$ cat src/rtl/ballot_controller.sv
// Ballot front end: synchronises and debounces the voter buttons, runs
// officer-authorised single-ballot sessions with a timeout and issues one
// vote strobe per session to the downstream tally block.
//
// state      | meaning
// -----------+------------------------------------------------------------
// S_IDLE     | no session; waiting for ballot_open
// S_ARMED    | session open, no candidate selected yet
// S_SELECTED | candidate selected; cast or reselect accepted
// S_CAST     | one-cycle vote strobe to the tally block
// S_LOCKOUT  | vote issued; wait for every button to be released
module ballot_controller #(
  parameter int DEBOUNCE_CYCLES = 4,
  parameter int TIMEOUT_CYCLES  = 1000,
  parameter int TMR_W           = 16
) (
  input  logic       clk,
  input  logic       reset,
  input  logic       ballot_open,
  input  logic       btn_a,
  input  logic       btn_b,
  input  logic       btn_c,
  input  logic       btn_cast,
  output logic [1:0] vote_input,
  output logic       vote_enable,
  output logic       ready,
  output logic [1:0] selection,
  output logic       timeout_pulse,
  output logic       invalid_pulse,
  output logic [7:0] ballots_cast
);

  localparam int DB_W = (DEBOUNCE_CYCLES > 1) ? $clog2(DEBOUNCE_CYCLES) : 1;
  localparam logic [DB_W-1:0] DB_LAST = DB_W'(DEBOUNCE_CYCLES - 1);
  // Timer is a down-counter; expiry at zero lands exactly when the elapsed
  // count since arming (or the last accepted press) reaches TIMEOUT_CYCLES-1.
  localparam logic [TMR_W-1:0] TMR_LOAD = TMR_W'(TIMEOUT_CYCLES - 2);

  typedef enum logic [2:0] {
    S_IDLE,
    S_ARMED,
    S_SELECTED,
    S_CAST,
    S_LOCKOUT
  } state_t;

  state_t          state;
  logic [TMR_W-1:0] tmr;
  logic [3:0]      btn_raw;
  logic [3:0]      sync1;
  logic [3:0]      sync2;
  logic [3:0]      deb;
  logic [3:0]      press;
  logic [DB_W-1:0] db_cnt [4];
  logic            cand_multi;
  logic            cand_single;
  logic [1:0]      cand_code;

  // bit order: 0=A, 1=B, 2=C, 3=cast
  assign btn_raw = {btn_cast, btn_c, btn_b, btn_a};

  // Two-flop synchroniser for the asynchronous buttons
  always_ff @(posedge clk or posedge reset) begin
    if (reset) begin
      sync1 <= '0;
      sync2 <= '0;
    end else begin
      sync1 <= btn_raw;
      sync2 <= sync1;
    end
  end

  // Debounce: level follows after DEBOUNCE_CYCLES consecutive disagreeing samples
  always_ff @(posedge clk or posedge reset) begin
    if (reset) begin
      deb <= '0;
      for (int i = 0; i < 4; i++) db_cnt[i] <= '0;
    end else begin
      for (int i = 0; i < 4; i++) begin
        if (sync2[i] == deb[i]) begin
          db_cnt[i] <= '0;
        end else if (db_cnt[i] == DB_LAST) begin
          deb[i]    <= sync2[i];
          db_cnt[i] <= '0;
        end else begin
          db_cnt[i] <= db_cnt[i] + DB_W'(1);
        end
      end
    end
  end

  // Press = debounced level about to rise; coincides with the debounced edge
  always_comb begin
    for (int i = 0; i < 4; i++) begin
      press[i] = sync2[i] & ~deb[i] & (db_cnt[i] == DB_LAST);
    end
  end

  // Classify candidate presses landing in the same cycle
  always_comb begin
    cand_multi  = (press[0] & press[1]) | (press[0] & press[2]) | (press[1] & press[2]);
    cand_single = (|press[2:0]) & ~cand_multi;
    if (press[0])      cand_code = 2'b00;
    else if (press[1]) cand_code = 2'b01;
    else               cand_code = 2'b10;
  end

  // Session FSM with registered outputs and inactivity timer
  always_ff @(posedge clk or posedge reset) begin
    if (reset) begin
      state         <= S_IDLE;
      tmr           <= '0;
      vote_input    <= 2'b11;
      vote_enable   <= 1'b0;
      ready         <= 1'b0;
      selection     <= 2'b11;
      timeout_pulse <= 1'b0;
      invalid_pulse <= 1'b0;
      ballots_cast  <= '0;
    end else begin
      vote_enable   <= 1'b0;
      vote_input    <= 2'b11;
      timeout_pulse <= 1'b0;
      invalid_pulse <= 1'b0;
      case (state)
        S_IDLE: begin
          if (ballot_open) begin
            state <= S_ARMED;
            ready <= 1'b1;
            tmr   <= TMR_LOAD;
          end else begin
            tmr <= '0;
          end
        end
        S_ARMED, S_SELECTED: begin
          if ((state == S_SELECTED) && press[3]) begin
            // cast beats a simultaneous candidate press; old selection is voted
            state        <= S_CAST;
            ready        <= 1'b0;
            vote_enable  <= 1'b1;
            vote_input   <= selection;
            ballots_cast <= ballots_cast + 8'd1;
          end else if (cand_single) begin
            state     <= S_SELECTED;
            selection <= cand_code;
            tmr       <= TMR_LOAD;
          end else begin
            invalid_pulse <= cand_multi;
            if (tmr == '0) begin
              timeout_pulse <= 1'b1;
              selection     <= 2'b11;
              ready         <= 1'b0;
              state         <= S_IDLE;
            end else begin
              tmr <= tmr - TMR_W'(1);
            end
          end
        end
        S_CAST: begin
          state <= S_LOCKOUT;
        end
        S_LOCKOUT: begin
          if (deb == 4'b0000) begin
            state     <= S_IDLE;
            selection <= 2'b11;
          end
        end
        default: begin
          state <= S_IDLE;
        end
      endcase
    end
  end

endmodule

$ cat config.mk
export PLATFORM = sky130hd
export DESIGN_NAME = ballot_controller
export DESIGN_NICKNAME = d
export VERILOG_FILES = /design/src/rtl/ballot_controller.sv
export SDC_FILE = /design/constraint.sdc
export NUM_CORES = 1
export LEC_CHECK = 0
export ABC_AREA = 1
export CAP_MARGIN = 30
export CORE_MARGIN = 2
export CORE_UTILIZATION = 60
export DETAILED_ROUTE_END_ITERATION = 12
export PLACE_DENSITY_LB_ADDON = 0.15
export SETUP_SLACK_MARGIN = 0.3
export SYNTH_ARGS = -nofsm -noshare
export SYNTH_HDL_FRONTEND = slang
export SYNTH_SLANG_ARGS = --single-unit
export TNS_END_PERCENT = 100
$ cat constraint.sdc
create_clock -name clk -period 5.3 [get_ports clk]
set_input_delay 1.06 -clock clk [delete_from_list [all_inputs] [get_ports clk]]
set_output_delay 1.06 -clock clk [all_outputs]
set_load 0.03 [all_outputs]
==> key figures <==
Synth
  – Synth unique cells: 27
  – Largest area contributor in the netlist: dfrtp_1
  – Share of the synthesized area in the top cell type: approximately 46%
  – Primary FF master, synth: dfrtp_1
  – Yosys warnings: 0
  – Synth Net Count: 368
  – Asr flop ratio synth: 100%
  – Synth top area cells: dfrtp_1, nand2_1, nor2_1
  – Yosys reg bits: 55
  – Number of enable flip-flop cells after synthesis: 0
  – Mapped Avg Cell Area: 7.97 µm²
  – Synthesized area: 2800 µm²
  – Seq/Total Area, Yosys: 49.4%
  – Synth Instances: between 300 and 400

Route
  – Per-cell routed wire length: 12.2 µm
  – Vias: 2202
  – Final ANT Viol Nets: 0
  – DRC violation count after routing: 0
  – Drt initial violations: 93
  – DR pass1 iterations: 4
  – Total wire length: 5.28 mm
  – Vias per Instance: 5.10

Finish
  – N_diodes: 0
  – Share of cells above drive strength 1: 7.11%
  – Final net count: 396
  – Design Area, Final: 3160 µm²
  – Post-Layout Cell Count: 432
  – Commonest non-fill, non-tap cell in the layout: nand2_1
  – Layout area overhead: 13.1%
  – Most frequent cells in the layout: nand2_1, nor2_1, dfrtp_1

Placement
  – DP HPWL: slightly below 4 mm
  – Placed Area: 3070 µm²
  – Placer Congestion: 0.827
  – I/O Buffers: 22
  – Post-Place Cells: 424

Timing
  – Tmin final: 2.59 ns
  – Period utilisation layout: 48.9%
  – Setup_tns: 0 ns
  – RSZ-0062 raised after global routing: no
  – Max Transition Viols Final: 0
  – Slew @ Worst Pin: 0.666 ns
  – Final hold vios: 0
  – Slew Limit Headroom: a little under three fifths
  – Final worst clock skew: 0.0121 ns
  – Fmax: about 0.39 GHz
  – Setup violators final: 0

Clock tree
  – TritonCTS Buffers: 5
  – CTS root buf: clkbuf_8
  – # resized after CTS: 0
  – Hold Buf Count CTS: 0
  – Clk slew on worst S/H paths: 0.10 ns
  – Clk buf depth: 2
  – CTS tree: done
  – Number of setup buffers added after CTS: 0
  – Clk_lat worst skew: 0.31 ns
  – H-tree depth: 2
  – Clk sinks: 55

Floorplanning
  – Ports: 23
  – Die width: 72.3 µm
  – Die area: 5220 µm²
  – Core ar.: between 4000 and 5000 µm²
  – Die Y-Extent: slightly above 70 µm
  – Starting Density: a little under two thirds
  – Core Rows: 24

Critical path
  – Kind of critical path: flip-flop to output pin
  – FF-to-FF Start: db_cnt[4]$_DFF_PP0_
  – Cell at the slowest stage of the critical path: clkdlybuf4s50_1
  – Worst path top cell family by delay: buffers and inverters
  – CP peak stage delay: roughly 0.67 ns
  – Worst-path cell chain: clkdlybuf4s50_1
  – Data required, critical path: 4.24 ns
  – Crit path buf inv count: 1
  – Crit Path Max Fanout: 3
  – Crit path launch: selection[0]$_DFFE_PP1P_
  – Worst Setup End Kind: output pin
  – CP arrival: ~1.5 ns
  – Startpoint Class: flip-flop

Pwr
  – VDD IR-drop max: between 300 and 400 µV
  – Overall power: 0.00181 W
  – Sequential share of power: between 30% and 40%
  – Clock network power share: 13.0%
  – Leakage: 1.68 nW
  – Sw Pwr: between 0.0008 and 0.0009 W
  – Comb pwr share: 51.9%
  – Pwr dens: roughly 570 nW/µm²
  – P_int: 0.000956 W
  – Sw frac: 47.3%

Min path
  – Hold_sp: sync1[1]$_DFF_PP0_
  – HP Class: flip-flop to flip-flop

Global routing
  – Largest net degree at the start of global routing: 56
  – Gr usage total: 22.1%
  – Vias in the first global route: 2066
  – Global route total overflow: 0
  – First-pass GRT wire length: approximately 9 mm
  – Initial antenna violation count: 0

Flow run
  – Max_cap viols: 0

Status
  – Status: finished, final reports clean
## flip-flops by register name, summed over array words and instances, names as in the netlist
| name | flops |
|---|---|
| vote_enable | 1 |
| invalid_pulse | 1 |
| deb | 4 |
| ballots_cast | 8 |
| selection | 2 |
| vote_input | 2 |
| ready | 1 |
| sync1 | 4 |
| timeout_pulse | 1 |
| db_cnt | 8 |
| state | 3 |
| sync2 | 4 |
| tmr | 16 |
## per-layer routing
layer	up-vias	GRT usage (%)	wire, µm
li1	1137	-	-
met1	1024	29.6	2490
met2	35	36.6	2530
met3	6	4.58	206
met4	0	6.71	57
met5	-	0	0
## Yosys cell counts (3+ instances only)
| cell | instances |
|---|---|
| xor2_1 | 7 |
| o21ai_0 | 8 |
| nor2_1 | 57 |
| nand4_1 | 3 |
| xnor2_1 | 6 |
| ha_1 | 10 |
| nand3_1 | 20 |
| dfrtp_1 | 51 |
| nand2_4 | 4 |
| inv_1 | 38 |
| dfstp_2 | 4 |
| a21oi_1 | 6 |
| nand2_1 | 115 |
| nor3_1 | 5 |
## path summary, 6_finish.rpt
check,slack [ns],endpoint,cells after the start
max,2.71,selection[0],1
max reg2reg,3.12,tmr[11]$_DFFE_PP0P_,10
min reg2reg,0.36,sync2[1]$_DFF_PP0_,0
min,0.36,sync2[1]$_DFF_PP0_,0
max in group asynchronous,3.61,tmr[4]$_DFFE_PP0P_,3
min in group asynchronous,1.23,sync1[3]$_DFF_PP0_,3
## metrics by stage
stage,setup WS (ns),hold slack [ns],utilization [%]
after CTS,2.70,0.359,71.7
after floorplan,2.90,0.331,-
after detailed placement,3.05,0.336,69.6
after global routing,2.66,0.363,71.7
after global placement,3.07,0.332,69.6
final,2.71,0.355,71.7
## cells by family (layout without fill, tap and decap cells)
family          after synthesis  in the layout  share of synthesized area [%]
xor+xnor                     13             13                           4.07
simple gates                212            212                           31.9
fa+ha+maj                    10             10                           4.47
compound gates               19             19                           4.21
flops                        55             55                           49.4
buf+inv                      42             71                           5.95
## final cells by class
cell class	instances	area (µm²)
clock buffer	6	72.6
clock inverter	2	17.5
fill	361	1250
inverter	40	150
multi-input combinational	254	1250
sequential	55	1380
tap	52	65.1
timing repair buffer	23	228
## power groups by stage
stage          registers (W)  logic (W)  clock network, W
6_report            0.000636   0.000941          0.000236
5_1_grt             0.000651    0.00107          0.000255
4_1_cts             0.000635   0.000947          0.000241
3_5_place_dp        0.000641   0.000941                 0
3_3_place_gp        0.000634   0.000911                 0
2_1_floorplan       0.000653   0.000731                 0
Power figures use the tool's default switching activity.
